<file path="src/rtl/clk_reset_sequencer.sv">
// Clock/reset manager: qualifies PLL lock, stretches reset, releases per-domain resets in a
// staggered order, and provides a clock-enable strobe plus a heartbeat counter bit.
module clk_reset_sequencer #(
  parameter int RST_CYCLES     = 65536,
  parameter int LOCK_FILTER    = 16,
  parameter int NUM_DOMAINS    = 2,
  parameter int STAGGER_CYCLES = 256,
  parameter int DIV_W          = 8,
  parameter int HB_BIT         = 23
) (
  input  logic                   clk_in,
  input  logic                   resetn_in,
  input  logic                   lock_in,
  input  logic                   force_reset_in,
  input  logic [DIV_W-1:0]       div_in,
  output logic [NUM_DOMAINS-1:0] rstn_out,
  output logic                   ready_out,
  output logic                   ce_out,
  output logic [7:0]             relock_count_out,
  output logic                   heartbeat_out
);

  localparam logic [1:0] WAIT_LOCK = 2'd0;
  localparam logic [1:0] STRETCH   = 2'd1;
  localparam logic [1:0] RELEASE   = 2'd2;
  localparam logic [1:0] RUN       = 2'd3;

  localparam int FILT_W  = (LOCK_FILTER < 2) ? 1 : $clog2(LOCK_FILTER);
  localparam int STR_W   = (RST_CYCLES < 2) ? 1 : $clog2(RST_CYCLES);
  localparam int STG_MAX = (NUM_DOMAINS - 1) * STAGGER_CYCLES;
  localparam int STG_W   = (STG_MAX < 2) ? 1 : $clog2(STG_MAX + 1);

  localparam logic [FILT_W-1:0] FILT_LAST = FILT_W'(LOCK_FILTER - 1);
  localparam logic [STR_W-1:0]  STR_LAST  = STR_W'(RST_CYCLES - 1);

  function automatic logic [7:0] sat_inc(input logic [7:0] v);
    sat_inc = (v == 8'hFF) ? v : v + 8'd1;
  endfunction

  logic [2:0]             sync_r;
  logic                   lock_s;
  logic [1:0]             state_r;
  logic [FILT_W-1:0]      filt_cnt_r;
  logic [STR_W-1:0]       str_cnt_r;
  logic [STG_W-1:0]       stag_cnt_r;
  logic [STG_W-1:0]       stag_next_s;
  logic [NUM_DOMAINS-1:0] rel_mask_s;
  logic [NUM_DOMAINS-1:0] rstn_r;
  logic                   ready_r;
  logic                   ce_r;
  logic [DIV_W-1:0]       div_cnt_r;
  logic [DIV_W-1:0]       period_r;
  logic [DIV_W-1:0]       period_eff_s;
  logic                   div_hit_s;
  logic [7:0]             relock_r;
  logic [HB_BIT:0]        hb_cnt_r;

  assign lock_s = sync_r[2];

  // Lock synchroniser; a software reset also flushes it so a restart looks like a fresh lock acquisition.
  always_ff @(posedge clk_in or negedge resetn_in) begin
    if (!resetn_in) begin
      sync_r <= 3'b000;
    end else if (force_reset_in) begin
      sync_r <= 3'b000;
    end else begin
      sync_r <= {sync_r[1:0], lock_in};
    end
  end

  // Release mask: bit k is set once the stagger count reaches k*STAGGER_CYCLES.
  always_comb begin
    rel_mask_s  = {NUM_DOMAINS{1'b0}};
    stag_next_s = (state_r == STRETCH) ? {STG_W{1'b0}} : stag_cnt_r + STG_W'(1);
    for (int k = 0; k < NUM_DOMAINS; k++) begin
      rel_mask_s[k] = (int'(stag_next_s) >= k * STAGGER_CYCLES);
    end
  end

  // Divider terminal count; 0 and 1 both mean a strobe every cycle.
  always_comb begin
    period_eff_s = (period_r == {DIV_W{1'b0}}) ? DIV_W'(1) : period_r;
    div_hit_s    = (div_cnt_r >= period_eff_s - DIV_W'(1));
  end

  // Sequencer FSM with its counters, reset outputs, clock enable and lock-loss counter.
  always_ff @(posedge clk_in or negedge resetn_in) begin
    if (!resetn_in) begin
      state_r    <= WAIT_LOCK;
      filt_cnt_r <= {FILT_W{1'b0}};
      str_cnt_r  <= {STR_W{1'b0}};
      stag_cnt_r <= {STG_W{1'b0}};
      rstn_r     <= {NUM_DOMAINS{1'b0}};
      ready_r    <= 1'b0;
      ce_r       <= 1'b0;
      div_cnt_r  <= {DIV_W{1'b0}};
      period_r   <= {DIV_W{1'b0}};
      relock_r   <= 8'd0;
    end else if (force_reset_in) begin
      state_r    <= WAIT_LOCK;
      filt_cnt_r <= {FILT_W{1'b0}};
      str_cnt_r  <= {STR_W{1'b0}};
      stag_cnt_r <= {STG_W{1'b0}};
      rstn_r     <= {NUM_DOMAINS{1'b0}};
      ready_r    <= 1'b0;
      ce_r       <= 1'b0;
      div_cnt_r  <= {DIV_W{1'b0}};
      period_r   <= {DIV_W{1'b0}};
      // A coincident lock loss in RUN is still counted, exactly once.
      if (state_r == RUN && !lock_s) begin
        relock_r <= sat_inc(relock_r);
      end else begin
        relock_r <= relock_r;
      end
    end else begin
      case (state_r)
        WAIT_LOCK: begin
          rstn_r  <= {NUM_DOMAINS{1'b0}};
          ready_r <= 1'b0;
          ce_r    <= 1'b0;
          if (!lock_s) begin
            filt_cnt_r <= {FILT_W{1'b0}};
          end else if (filt_cnt_r == FILT_LAST) begin
            filt_cnt_r <= {FILT_W{1'b0}};
            str_cnt_r  <= {STR_W{1'b0}};
            state_r    <= STRETCH;
          end else begin
            filt_cnt_r <= filt_cnt_r + FILT_W'(1);
          end
        end
        STRETCH: begin
          if (!lock_s) begin
            str_cnt_r <= {STR_W{1'b0}};
            state_r   <= WAIT_LOCK;
          end else if (str_cnt_r == STR_LAST) begin
            str_cnt_r  <= {STR_W{1'b0}};
            stag_cnt_r <= {STG_W{1'b0}};
            rstn_r     <= rel_mask_s;
            if (&rel_mask_s) begin
              state_r   <= RUN;
              ready_r   <= 1'b1;
              ce_r      <= 1'b1;
              div_cnt_r <= {DIV_W{1'b0}};
              period_r  <= div_in;
            end else begin
              state_r <= RELEASE;
            end
          end else begin
            str_cnt_r <= str_cnt_r + STR_W'(1);
          end
        end
        RELEASE: begin
          if (!lock_s) begin
            stag_cnt_r <= {STG_W{1'b0}};
            rstn_r     <= {NUM_DOMAINS{1'b0}};
            state_r    <= WAIT_LOCK;
          end else begin
            stag_cnt_r <= stag_next_s;
            rstn_r     <= rstn_r | rel_mask_s;
            if (&rel_mask_s) begin
              state_r   <= RUN;
              ready_r   <= 1'b1;
              ce_r      <= 1'b1;
              div_cnt_r <= {DIV_W{1'b0}};
              period_r  <= div_in;
            end else begin
              state_r <= RELEASE;
            end
          end
        end
        RUN: begin
          if (!lock_s) begin
            state_r    <= WAIT_LOCK;
            stag_cnt_r <= {STG_W{1'b0}};
            rstn_r     <= {NUM_DOMAINS{1'b0}};
            ready_r    <= 1'b0;
            ce_r       <= 1'b0;
            div_cnt_r  <= {DIV_W{1'b0}};
            period_r   <= {DIV_W{1'b0}};
            relock_r   <= sat_inc(relock_r);
          end else if (div_hit_s) begin
            ce_r      <= 1'b1;
            div_cnt_r <= {DIV_W{1'b0}};
            period_r  <= div_in;
          end else begin
            ce_r      <= 1'b0;
            div_cnt_r <= div_cnt_r + DIV_W'(1);
          end
        end
        default: begin
          state_r    <= WAIT_LOCK;
          filt_cnt_r <= {FILT_W{1'b0}};
          str_cnt_r  <= {STR_W{1'b0}};
          stag_cnt_r <= {STG_W{1'b0}};
          rstn_r     <= {NUM_DOMAINS{1'b0}};
          ready_r    <= 1'b0;
          ce_r       <= 1'b0;
          div_cnt_r  <= {DIV_W{1'b0}};
          period_r   <= {DIV_W{1'b0}};
        end
      endcase
    end
  end

  // Free-running heartbeat counter, cleared only by the hardware reset.
  always_ff @(posedge clk_in or negedge resetn_in) begin
    if (!resetn_in) begin
      hb_cnt_r <= {(HB_BIT + 1){1'b0}};
    end else begin
      hb_cnt_r <= hb_cnt_r + (HB_BIT + 1)'(1);
    end
  end

  assign rstn_out         = rstn_r;
  assign ready_out        = ready_r;
  assign ce_out           = ce_r;
  assign relock_count_out = relock_r;
  assign heartbeat_out    = hb_cnt_r[HB_BIT];

endmodule

</file>
<file path="config.mk">
export PLATFORM = sky130hd
export DESIGN_NAME = clk_reset_sequencer
export DESIGN_NICKNAME = d
export VERILOG_FILES = /design/src/rtl/clk_reset_sequencer.sv
export SDC_FILE = /design/constraint.sdc
export NUM_CORES = 1
export LEC_CHECK = 0
export ABC_CLOCK_PERIOD_IN_PS = 6400
export CORE_AREA = 10 10 88 109
export CTS_BUF_LIST = sky130_fd_sc_hd__clkbuf_16
export DETAILED_ROUTE_END_ITERATION = 16
export DIE_AREA = 0 0 98 119
export GPL_ROUTABILITY_DRIVEN = 1
export GPL_TIMING_DRIVEN = 0
export PLACE_DENSITY = 0.91
export SYNTH_ARGS = -nofsm -noshare
export SYNTH_HDL_FRONTEND = slang
export SYNTH_SLANG_ARGS = --single-unit
</file>
<file path="constraint.sdc">
create_clock -name clk_in -period 6.4 [get_ports clk_in]
set_input_delay 1.6 -clock clk_in [delete_from_list [all_inputs] [get_ports clk_in]]
set_output_delay 1.6 -clock clk_in [all_outputs]
set_load 0.05 [all_outputs]
</file>
Yosys cells after proc, flatten, opt, wreduce, memory -nomap -nowiden
Cells that the tools add are included.

operators by class
  add/subtract/negate cells = 7
  magnitude comparators = 2
  equal/unequal tests = 16
  mux-type cells = 69
  bitwise logic cells = 1
  reduce and logical (&&, ||, !) cells = 17

operators with widths
  cell                                                       number
  two-way mux 8 bit                                          20
  two-way mux 16 bit                                         5
  two-way mux 9 bit                                          6
  case mux 8 bit (3 select lines)                            2
  case mux 16 bit (2 select lines)                           1
  case mux 9 bit (3 select lines)                            1
  adder 24 x 1 -> 24 bit (second input constant)             1
  two-way mux 2 bit                                          11
  adder 16 x 1 -> 16 bit (second input constant)             1
  adder 8 x 1 -> 8 bit (second input constant)               2
  equality test 16 bit (second input constant)               1
  two-way mux 4 bit                                          4
  case mux 2 bit (4 select lines)                            2
  AND reduction 4 bit                                        4
  != test 3 bit (second input constant)                      5
  two-way mux 1 bit                                          14
  AND reduction 3 bit                                        4
  adder 9 x 1 -> 9 bit (second input constant)               1
  greater-or-equal comparator 9 bit (second input constant)  1
  equality test 8 bit (second input constant)                1
  greater-or-equal comparator 8 bit                          1
  logical NOT 8 bit                                          1
  case mux 1 bit (4 select lines)                            2
  subtractor 8 x 1 -> 8 bit (second input constant)          1
  other kinds (18)                                           20

storage, ports and cells
  register bits after elaboration = 86
  input port bits = 12
  output and inout port bits = 13
  logic and storage cells = 124

Depth between registers and ports, before layout
Gate-level depths: netlist of run 1.

  depth after elaboration = 8
  mapped depth = 12

Worst setup path after synthesis of run 1
OpenSTA, ideal clock, no wires.

  kind = input to register
  from = in force_reset_in
  to = reg str_cnt_r[5]
  data arrival time = 2.976 ns
  path slack = 3.291 ns
  cell stages on the path = 6
  cell sequence = buf_1 inv_1 a311oi_1 and3_1 xnor2_1 nor2_1

on the way
  longest elaborated chain between the ends = 2
  elaborated cells between the ends (all ways) = 5

ends and longest elaborated chain
  element                                                               RTL line  text
  start: declaration                                                    14        input logic force_reset_in,
  != test 3 bit (no line) / nonzero test 3 bit (equally long branches)  --
  AND reduction 3 bit (no line)                                         --
  end signal: assignment                                                91        str_cnt_r <= {STR_W{1'b0}};
  end signal: assignment                                                102       str_cnt_r <= {STR_W{1'b0}};
  end signal: assignment                                                125       str_cnt_r <= {STR_W{1'b0}};
  end: declaration                                                      44        logic [STR_W-1:0] str_cnt_r;

Parallel ways exist; a longest one is shown, timed or not.
A chain may end at the register's enable or synchronous reset.

Final worst setup path of run 1
  from = in force_reset_in
  to = reg str_cnt_r[10]

The elaborated chain is that of the path after synthesis.

==> results.txt, run 1 <==
- Average via count per standard cell: 6.17
* Number of antenna violations at the first check in global routing: 0
- The worst register-to-register path begins at period_r[2].
- Final std cell area, no fill: 5380 µm²
- The final hold violation count came to 0.
* Clock latency of the later-clocked register in the worst-skew pair: 350 ps
- Once placement completed, the tool counted placed cells totaling 598.
- The worst hold path belongs to the class flip-flop to flip-flop.
- Final WL: 9.71 mm
- Clock transition at the registers of the reported paths: 60 ps
- Last weighted congestion value of the routability-driven placer: 0.865
- Fill cells in the final layout number 545.
* Total global routing overflow: 0
- Number of cells traversed by the worst register-to-register path: 12
- Max-cap violations in this run came to 0.
- The worst setup path is launched from an input port.
* Worst endpoint data arrival time: 4080 ps
* Port buffer count: 24
- The most critical setup path has its endpoint at str_cnt_r[10].
- Entering global routing, the biggest net connects 64 pins.
- Counting along the longest clock path gives a buffer depth of 2.
* Height of the die: 119 µm
- Std-Cell Core Area: 7610 µm²
- At the pin with the least slew margin, the transition time is 982 ps.
- Yosys Warn Count: 0
- TritonCTS built the clock tree.
- After synthesis the netlist holds a flip-flop and latch count of 86.
- Number of instances resized during post-cts repair: 0
- Counting flops with a built-in enable in the synthesized netlist gives 0.
* Post-route DRC: 0
* Post-route clock period utilization: 60.0%
* Number of nets in the layout: 545
- Async set or reset register ratio after synthesis: 100%
- Wire length of the first global-routing pass: 17.0 mm
- Summing over every cut layer, the via total after detailed routing is 3786.
* Path type of the worst setup path: input port to flip-flop
- Fraction of layout instances using a drive strength above 1: 5.78%
- The die covers 11700 µm².
* Result of the run: finished clean
- Avg Cell Area, Syn: 9.82 µm²
* Post-route setup TNS: 0 ps
- Of all nets on the critical path, the largest fanout is 10.
* Syn Nets: 509
* Power per unit of standard cell area: 251 nW/µm²
* Maximum level of the CTS H-tree: 3
- The worst setup path is captured at a flip-flop.
- Total global-route track usage: 17.1%
- Pin placement for this block handled 25 I/O pins.
- Total count of max-transition violations in the final report: 0
* Power Internal: 0.955 mW
* Final setup vio count: 0
- Number of buffers inserted during clock tree synthesis: 9
- Clock network fraction of design power: 39.0%
- The biggest area contributor in the post-synthesis netlist is dfrtp_1.
- CTS root buffer: clkbuf_16
- Detailed Route Iter0 Violations: 196
- For flop-to-flop paths, the worst setup slack is 2810 ps.
- Leading cell types by total area after synthesis: dfrtp_1, ha_1, xnor2_1
- Number of cell rows: 36
- The endpoint identified for the worst register-to-register timing path is div_cnt_r[2].
- After technology mapping, the gate count stands at 478.
- Total clock sinks: 86
- Sequential Power Share: 42.6%
* Unrepaired setup endpoints after global routing: false
- Part of the power in combinational logic: 18.4%
- Relative max-transition margin: 34.5%
- After synthesis, the largest area contributor takes up 45.9% of total cell area.
- Instance area after placement: 5080 µm²
- The mapped netlist covers 4690 µm².
- Number of antenna cells inserted: 0
- The worst-case IR drop observed on VDD is 0.201 mV.
- Fraction of power spent switching nets: 29.2%
- Main flop type after synthesis: dfrtp_1
- For the finished layout, the period the worst path requires is 3840 ps.
- Leading cell types in the layout, fill and taps excluded: dfrtp_1, nand2_1, inv_1
- Finished Layout Cells: 614
- Effective utilization at floorplan: 61.7%
- Post-CTS Setup Repair Bufs: 0
- Worst clock skew: 7.87 ps
- CP Data Required Time: 6640 ps
* Die outline width: 98 µm
- Synthesis instantiated 61 different standard cells from the library.
* Routed wire per std cell: 15.8 µm
- Compared with the post-synthesis result, the final layout area differs by 14.5%.
- For this design the static power due to leakage is 2.41 nW.
- Number of buffers added to fix hold violations after cts: 0
* Crit path launch: force_reset_in
* Via count of the first global-routing pass: 3776
* Remaining antenna violation count after routing: 0
- In this run the power spent charging and discharging nets is 0.394 mW.
* Number of iterations in the first detailed-routing pass: 4
- The library cell used most frequently in the layout, excluding fill and tap cells, is dfrtp_1.
- In this run the most critical hold path is launched from sync_r[1].
* Highest clock frequency the design can meet: 261 MHz
- Sequential cells were found to cover 45.9% of the synthesized design area.
* Detailed-placement wirelength estimate: 7.00 mm
[per-stage QoR]
stage                     worst slack (ps)  total power, mW  utilization, %  hold slack (ps)
after detailed placement              2290            0.831            66.7              448
after global placement                 742            0.816            66.4              443
after CTS                             2620             1.35            70.6              462
final                                 2560             1.35            70.6              460
after floorplan                       3290            0.757               -              437
after global routing                  2370             1.41            70.6              479
[state kept, by name, summed over array words and instances, names as in the netlist]
signal,count
hb_cnt_r,24
str_cnt_r,16
stag_cnt_r,9
div_cnt_r,8
period_r,8
relock_count_out,8
filt_cnt_r,4
sync_r,3
rstn_out,2
state_r,2
ce_out,1
ready_out,1
[worst min-delay path by stage]
stage                    to  slack, ps  depth (start not counted)
2_1_floorplan   hb_cnt_r[0]        440                          1
3_3_place_gp      sync_r[1]        440                          1
3_5_place_dp      sync_r[2]        450                          1
4_1_cts           sync_r[2]        460                          1
5_1_grt        hb_cnt_r[22]        480                          1
6_report          sync_r[2]        460                          1
[Yosys cell counts, drive strengths merged, types with 4 or more instances]
library cell	count
a21oi	13
a31oi	10
dfrtp	86
and3	13
nand4	17
and4	4
a21o	5
and2	5
inv	34
mux2i	16
nor2	26
ha	19
nand2	36
nand2b	11
o21ai	22
o31ai	4
nand3	31
nor2b	5
a211oi	5
a311oi	4
clkbuf	10
a2111oi	4
xor2	15
o22ai	4
buf	5
xnor2	24
nor3	10
[cells by family (layout without fill, tap and decap cells)]
logic type	Yosys count	count (layout)	share of synthesized area, %
compound gates	95	95	14.0
xor+xnor	39	39	7.28
fa+ha+maj	19	19	5.07
buf+inv	49	90	4.29
flops	86	86	45.9
mux	18	18	3.89
simple gates	172	172	19.6
[final cells by class]
class                      count  area (µm²)  area share [%]
multi-input combinational    343        2340            43.5
sequential                    86        2150            40.0
timing repair buffer          25         265            4.93
clock buffer                   9         225            4.19
inverter                      34         128            2.37
tap                           95         119            2.21
buffer                        15        73.8            1.37
clock inverter                 7        72.6            1.35
[power by group through the flow]
stage	Combinational, mW	Clock, mW	Sequential, mW
finish	0.248	0.526	0.575
global route	0.276	0.555	0.577
CTS	0.248	0.531	0.575
detailed placement	0.247	0	0.585
global placement	0.232	0	0.584
floorplan	0.167	0	0.590
[routing by layer]
layer / share of wire [%] / GRT usage, % / up-vias
li1: - / - / 1814
met1: 43 / 19.5 / 1876
met2: 51 / 28.7 / 75
met3: 4.1 / 3.99 / 21
met4: 2.3 / 9.38 / 0
met5: 0 / 0 / -
[critical path: stages]
cell and delay (ps):
clkdlybuf4s50_1 500, buf_1 270, nor2b_1 330, nand2_1 170, a21oi_1 560, nand2b_1 310
o31ai_1 330
Power figures use the tool's default switching activity.
==> inputs of run 2 (changes only) <==
ABC_CLOCK_PERIOD_IN_PS = 3660   (was 6400)
CORE_AREA = 10 10 91 112   (was 10 10 88 109)
DIE_AREA = 0 0 101 122   (was 0 0 98 119)
PLACE_DENSITY = 0.86   (was 0.91)
clock period = 3.66 ns   (was 6.4 ns; I/O delays follow)
==> results.txt, run 2 (synthesized netlist as in run 1, its figures left out) <==
- The run finished with clean final reports.
- The floorplan core area is 8100 µm² (+6.4%).
- TritonCTS built the clock tree.
- Die area: 12300 µm² (+5.7%)
- Instance area after placement: 5080 µm² (about the same)
- Number of buffers inserted during clock tree synthesis: 9 (unchanged)
- Detailed Route Iter0 Violations: 231 (+18%)
- The path class of the tightest hold or removal check is flip-flop to flip-flop.
- The biggest fanout along the worst timing path came to 7 (-3).
- CTS root buffer: clkbuf_16
- Leading cell types in the layout, fill and taps excluded: dfrtp_1, nand2_1, inv_1
- The detailed-route via count came to 3734 (-1.4%).
- The switching power was 0.663 mW (+68%).
* Highest cell delay on the worst timing path: 470 ps (-90 ps)
* Fraction of layout instances using a drive strength above 1: 5.41% (-0.37 points)
- Critical path's slowest cell: or4b_1
- Max clock buf depth: 2 (unchanged)
- The largest registers in the layout are hb_cnt_r: 24 flops, str_cnt_r: 16 flops, stag_cnt_r: 9 flops.
- R2r setup slk: 190 ps (-2620 ps)
* MaxCap Viol Count: 0 (unchanged)
- CP Data Required Time: 3930 ps (-2710 ps)
- The post-layout instance area is 5390 µm² (+0.28%).
* Post-route clock period utilization: 94.8%
- The HPWL after detailed placement came to 7.12 mm (+1.7%).
- Crit start category: flip-flop
- The site row count came to 37 (+2.8%).
- Number of antenna violations at the first check in global routing: 0 (unchanged)
- The number of instances on the worst hold path was 1 (unchanged).
- The total wire length is 9.94 mm (+2.3%).
- The initial core utilization came to 57.9% (-3.7 points).
* Final setup vio count: 0 (unchanged)
- The routing usage on met3 is 3.23% (-0.76 points).
- The average wire length per cell after detail routing is 16.2 µm (+2.2%).
* Worst reg2reg path startpoint: period_r[2]
- The utilization of the core after routing came to 66.5% (-4.1 points).
- The count of TritonRoute iterations in the first routing pass was 4 (unchanged).
* Total clock sinks: 86 (unchanged)
* PnR worst setup slack: 190 ps (-2370 ps)
- Transition time of the tightest slew-check pin: 970 ps (-11.5 ps)
* Clock latency of the later-clocked register in the worst-skew pair: 340 ps (about the same)
* Critical Path Sink Type: flip-flop
* Post-placement worst setup slack: 183 ps (-2100 ps)
* Total global routing overflow: 0 (unchanged)
* Ports: 25 (unchanged)
* Highest clock frequency the design can meet: 288 MHz
* Fraction of power spent switching nets: 27.7% (-1.5 points)
- The startpoint identified for the worst hold timing path is hb_cnt_r[19].
- The met2 track utilization from global routing is 28.6% (-0.12 points).
- Worst endpoint data arrival time: 3740 ps (-340 ps)
- The count of hold-fix buffers inserted at cts is 0 (unchanged).
- Die outline width: 101 µm (+3.1%)
- Height of the die: 122 µm (+2.5%)
- Power Internal: 1.73 mW (+81%)
- Critical-path cell list: nor4_2, a31oi_1, ha_1, nand3_1, xnor2_1, ha_1, a21o_1, a311o_1, a21oi_2, or4b_1, buf_2, o21ai_1
- The most numerous cell type found on the critical path is ha_1.
- The via-per-instance ratio was 6.07 (-1.5%).
- Tightest hold margin: 466 ps (+5.66 ps)
- The count of inserted antenna diode cells came to 0 (unchanged).
- The final number of max-transition violations was 0 (unchanged).
* Clock network fraction of design power: 39.4% (+0.4 points)
* Number of cells traversed by the worst register-to-register path: 12 (unchanged)
* Max reg flops: 24 (unchanged)
- Worst clock skew: 6.95 ps (-0.915 ps)
* Relative max-transition margin: 35.3% (+0.76 points)
* Total global-route track usage: 16.9% (-0.13 points)
* Wire length of the first global-routing pass: 17.1 mm (+0.65%)
- The routing usage on met1 was 19.8% (+0.35 points).
- The sum of buffers and inverters on the critical path was 1 (-1).
- Counting flops per register, the top entry is hb_cnt_r.
* P_leak: 2.41 nW (about the same)
* Via count of the first global-routing pass: 3761 (-0.40%)
* Sequential Power Share: 42.1% (-0.5 points)
- The number of DRC violations after detailed routing is 0 (unchanged).
- Dominant delay contributor by cell family on the critical path: compound AO/OA/AOI/OAI gates
- After global routing, the most crowded layer is met2.
* Final Hold Violating Endpoints: 0 (unchanged)
* Number of nets in the layout: 545 (unchanged)
- The largest net degree at the start of global routing was 59 (-7.8%).
- The worst setup path is of the flip-flop to flip-flop kind.
- Worst hold endpoint: hb_cnt_r[19]
- The aggregate negative setup slack was 0 ps (unchanged).
- Leaving out fill and tap cells, the most frequent cell in the layout is dfrtp_1.
- The CTS H-tree depth is 3 (unchanged).
* Power per unit of standard cell area: 444 nW/µm² (+77%)
- Port buffer count: 24 (unchanged)
* R2R Path End: div_cnt_r[2]
* Part of the power in combinational logic: 18.5% (about the same)
- The placer congestion estimate was 0.912 (+5.4%).
- Clock transition at the registers of the reported paths: 60 ps (about the same)
- Layout overhead on the synthesized area: 14.8%
* Maximum ir drop on the vdd rail: 0.332 mV (+65%)
- The worst path in the final design needs a cycle of 3470 ps, including I/O delays and setup.
* Remaining antenna violation count after routing: 0 (unchanged)
run 2: cell count changes in the layout (fill, tap and decap cells not counted):
| cell | change |
|---|---|
| clkinv_1 | +2 |
| clkinv_2 | -1 |
| bufinv_16 | +1 |
| inv_6 | -3 |
| nor4_2 | +1 |
| nor4_1 | -1 |
run 2: metal layers:
layer	wire, µm	vias to the layer above	share of wire (%)
li1	-	1803	-
met1	4230	1825	43
met2	4970	87	50
met3	485	19	4.9
met4	255	0	2.6
met5	0	-	0
run 2: how the worst max path moves through the flow:
stage / startpoint / end / slack, ps / cells after the start
after floorplan: period_r[2] / div_cnt_r[0] / 600 / 12
after global placement: resetn_in / relock_count_out[2] / -1340 / 1
after detailed placement: period_r[2] / div_cnt_r[2] / 180 / 12
after CTS: period_r[2] / div_cnt_r[2] / 100 / 12
after global routing: period_r[2] / div_cnt_r[0] / -50 / 12
final: period_r[2] / div_cnt_r[2] / 190 / 12
run 2: stage by stage:
stage / power [mW] / instances
2_1_floorplan: 1.32 / 478
3_3_place_gp: 1.43 / 599
3_5_place_dp: 1.45 / 600
4_1_cts: 2.40 / 615
5_1_grt: 2.50 / 615
6_report: 2.39 / 615
run 2: layout make-up:
| type | instances | area, µm² |
|---|---|---|
| Tap cell | 97 | 121 |
| Clock inverter | 6 | 78.8 |
| Buffer | 15 | 73.8 |
| Sequential cell | 86 | 2150 |
| Inverter | 34 | 128 |
| Fill cell | 635 | 2710 |
| Clock buffer | 9 | 225 |
| Multi-Input combinational cell | 343 | 2350 |
| Timing Repair Buffer | 25 | 265 |
run 2: timing repair:
action	4_1_cts	5_1_grt
hold endpoints to repair	0	0
setup buffers	0	0
resized for setup	0	1
endpoints found under the setup margin	0	15
run 2: power groups by stage:
| stage | clock [mW] | combinational [mW] | sequential, mW |
|---|---|---|---|
| 2_1_floorplan | 0 | 0.293 | 1.03 |
| 3_3_place_gp | 0 | 0.407 | 1.02 |
| 3_5_place_dp | 0 | 0.432 | 1.02 |
| 4_1_cts | 0.951 | 0.440 | 1.00 |
| 5_1_grt | 0.988 | 0.498 | 1.01 |
| 6_report | 0.942 | 0.442 | 1.01 |
==> inputs of run 3 (changes only) <==
CTS_BUF_LIST = default   (was sky130_fd_sc_hd__clkbuf_16)
==> results.txt, run 3 (synthesized netlist as in run 1, its figures left out) <==
- Number of antenna cells inserted: 0 (unchanged)
- Part of the power in combinational logic: 20.0% (+1.5 points)
- The relative slew slack is 34.4% (-0.94 points).
* Detailed-placement wirelength estimate: 7.12 mm (unchanged)
* Post-route DRC: 0 (unchanged)
- The placer congestion estimate was 0.912 (unchanged).
- The final hold violation count came to 0 (unchanged).
* Fraction of layout instances using a drive strength above 1: 5.79% (+0.39 points)
- In the final layout, the registers with the most flip-flops are hb_cnt_r: 24 flops, str_cnt_r: 16 flops, stag_cnt_r: 9 flops.
- Std-Cell Core Area: 8100 µm² (unchanged)
* Ports: 25 (unchanged)
- Worst clock skew: 14.3 ps (+7.35 ps)
- Crit start category: flip-flop
- In this run the worst setup path terminates at div_cnt_r[2].
- Clock latency of the later-clocked register in the worst-skew pair: 370 ps (+30 ps)
- Routed length on met3: 488 µm (+0.62%)
* TritonCTS clock tree: done
- The largest net degree at the start of global routing came to 59 (unchanged).
* Detailed Route Iter0 Violations: 270 (+17%)
- Final WL: 9.89 mm (-0.52%)
* Critical path's slowest cell: or4b_1
- The count of hold-fix buffers inserted at cts was 0 (unchanged).
- Critical Path Sink Type: flip-flop
* Average via count per standard cell: 6.04 (-0.54%)
- The switching share of power came to 29.0% (+1.3 points).
- The number of routed nets with antenna violations came to 0 (unchanged).
- Clock transition at the registers of the reported paths: 90 ps (+30 ps)
- The final number of max-transition violations is 0 (unchanged).
* Routed wire per std cell: 16.1 µm (-0.52%)
- Wire length of the first global-routing pass: 17.0 mm (-0.61%)
* CP Data Required Time: 3960 ps (+30 ps)
- Leading cell type in the layout, fill and taps excluded: dfrtp_1
- The CTS H-tree depth is 3 (unchanged).
- The detailed-route via count was 3714 (-0.54%).
* Clock network fraction of design power: 34.1% (-5.3 points)
- The portion of total power attributed to sequential cells came to 45.8% (+3.7 points).
* Number of cells traversed by the worst register-to-register path: 12 (unchanged)
- Number of nets in the layout: 545 (unchanged)
* Critical-path cell list: nor4_2, a31oi_1, ha_1, nand3_1, xnor2_1, ha_1, a21o_1, a311o_1, a21oi_2, or4b_1, buf_2, o21ai_1
- Total global-route track usage: 16.7% (-0.22 points)
- The final period demand of the worst path was 3480 ps (+12.8 ps).
- The maximum ir drop on the vdd rail is 0.255 mV (-23%).
- The data arrival time at the worst-slack endpoint came to 3780 ps (+40 ps).
- The static leakage power was 2.37 nW (-1.6%).
* Total clock sinks: 86 (unchanged)
- Port buffer count: 24 (unchanged)
* Via count of the first global-routing pass: 3757 (-0.11%)
- The setup slack of the most critical reg-to-reg path is 180 ps (about the same).
* Transition time of the tightest slew-check pin: 985 ps (+14.2 ps)
- The total routed wire length on the met1 layer came to 4.25 mm (+0.59%).
* Number of iterations in the first detailed-routing pass: 4 (unchanged)
- Path type of the worst setup path: flip-flop to flip-flop
- Highest clock frequency the design can meet: 287 MHz (-0.37%)
* PnR worst setup slack: 178 ps (-12.8 ps)
- The number of antenna violations at the first check in global routing is 0 (unchanged).
- Number of cell rows: 37 (unchanged)
- The biggest fanout along the worst timing path came to 7 (unchanged).
- The TritonCTS buffer count is 9 (unchanged).
- The power per cell area was 413 nW/µm² (-6.9%).
* Max clock buf depth: 2 (unchanged)
- Post-placement worst setup slack: 183 ps (unchanged)
* Die outline width: 101 µm (unchanged)
- CTS root buffer: clkbuf_8
- The switching power came to 0.636 mW (-4.0%).
- The overall overflow remaining after global route came to 0 (unchanged).
* Post-route clock period utilization: 95.1% (+0.35 points)
* Count of fill cells added during filler insertion: 643 (+1.3%)
* Die area: 12300 µm² (unchanged)
- The max-capacitance violation count was 0 (unchanged).
* R2R Path End: div_cnt_r[2]
- The total length of routed met2 wires was 5.03 mm (+1.2%).
- Highest cell delay on the worst timing path: 460 ps (about the same)
- In this run the worst setup path begins at period_r[2].
* Max reg flops: 24 (unchanged)
- Power Internal: 1.56 mW (-9.9%)
- The worst register-to-register path begins at period_r[2].
* Hold/Removal Path Class: flip-flop to flip-flop
* Final setup vio count: 0 (unchanged)
* End-of-flow core utilization: 65.5% (-1.0 points)
* Leading cell types in the layout, fill and taps excluded: dfrtp_1, nand2_1, inv_1
- Result of the run: finished clean
* DR top layer: met4
- The register with the most flip-flops in the final layout is hb_cnt_r.
* Library cell appearing most often on the critical path: ha_1
- Effective utilization at floorplan: 57.9% (unchanged)
- Layout overhead on the synthesized area: 13.1%
- The chip height came to 122 µm (unchanged).
-- run 3: cell types whose count changed in the layout (fill, tap and decap cells not counted) --
| cell | previous run | this run |
|---|---|---|
| clkbuf_1 | 10 | 11 |
| clkbuf_8 | 0 | 11 |
| inv_1 | 35 | 34 |
| clkbuf_16 | 9 | 0 |
| clkinv_1 | 2 | 0 |
-- run 3: how the worst min path moves through the flow --
stage          slack, ps  cells past startpoint         start       endpoint
5_1_grt              490                      1     resetn_in  filt_cnt_r[3]
6_report             470                      1  hb_cnt_r[19]   hb_cnt_r[19]
2_1_floorplan        440                      1   hb_cnt_r[0]    hb_cnt_r[0]
3_3_place_gp         440                      1     sync_r[1]      sync_r[2]
4_1_cts              470                      1  hb_cnt_r[19]   hb_cnt_r[19]
3_5_place_dp         460                      1  hb_cnt_r[19]   hb_cnt_r[19]
-- run 3: power by group through the flow --
stage / logic, mW / registers, mW / clock network [mW]
after global placement: 0.407 / 1.02 / 0
final: 0.439 / 1.01 / 0.748
after floorplan: 0.293 / 1.03 / 0
after detailed placement: 0.432 / 1.02 / 0
after global routing: 0.493 / 1.01 / 0.802
after CTS: 0.436 / 1.00 / 0.762
-- run 3: through the flow --
step | std cells | power, mW | TNS, ps | instance area [µm²] | hold WS [ps]
floorplan | 478 | 1.32 | 0 | 4690 | 437
global placement | 599 | 1.43 | -114600 | 5050 | 445
detailed placement | 600 | 1.45 | 0 | 5080 | 459
CTS | 615 | 2.20 | 0 | 5300 | 473
global route | 615 | 2.30 | -151 | 5310 | 494
finish | 615 | 2.19 | 0 | 5310 | 469
-- run 3: area by class of cell --
type | count | area [µm²] | share of cell area, %
Buffer | 15 | 73.8 | 1.39
Tap cell | 97 | 121 | 2.29
Timing Repair Buffer | 25 | 265 | 5.00
Clock inverter | 3 | 67.6 | 1.27
Multi-Input combinational cell | 343 | 2350 | 44.2
Clock buffer | 12 | 155 | 2.92
Inverter | 34 | 128 | 2.40
Sequential cell | 86 | 2150 | 40.5
-- run 3: routing by layer --
metal	up-vias	track usage, %
met5	-	0
met3	8	4.87
met4	0	6.11
li1	1801	-
met1	1831	19.6
met2	74	28.2
-- run 3: worst max-delay path: cells and delay by family, from the launching register on --
kind | cells | cell delay [ps]
XOR/XNOR | 1 | 90
AND/OR/NAND/NOR | 3 | 1000
buffers and inverters | 1 | 180
AO/OA/AOI/OAI | 5 | 1230
adder cells (fa/ha/maj) | 2 | 460
flip-flops | 1 | 440
-- run 3: timing repair --
item,4_1_cts,5_1_grt
gates resized for setup,0,1
endpoints found under the setup margin,0,15
setup buffers,0,0
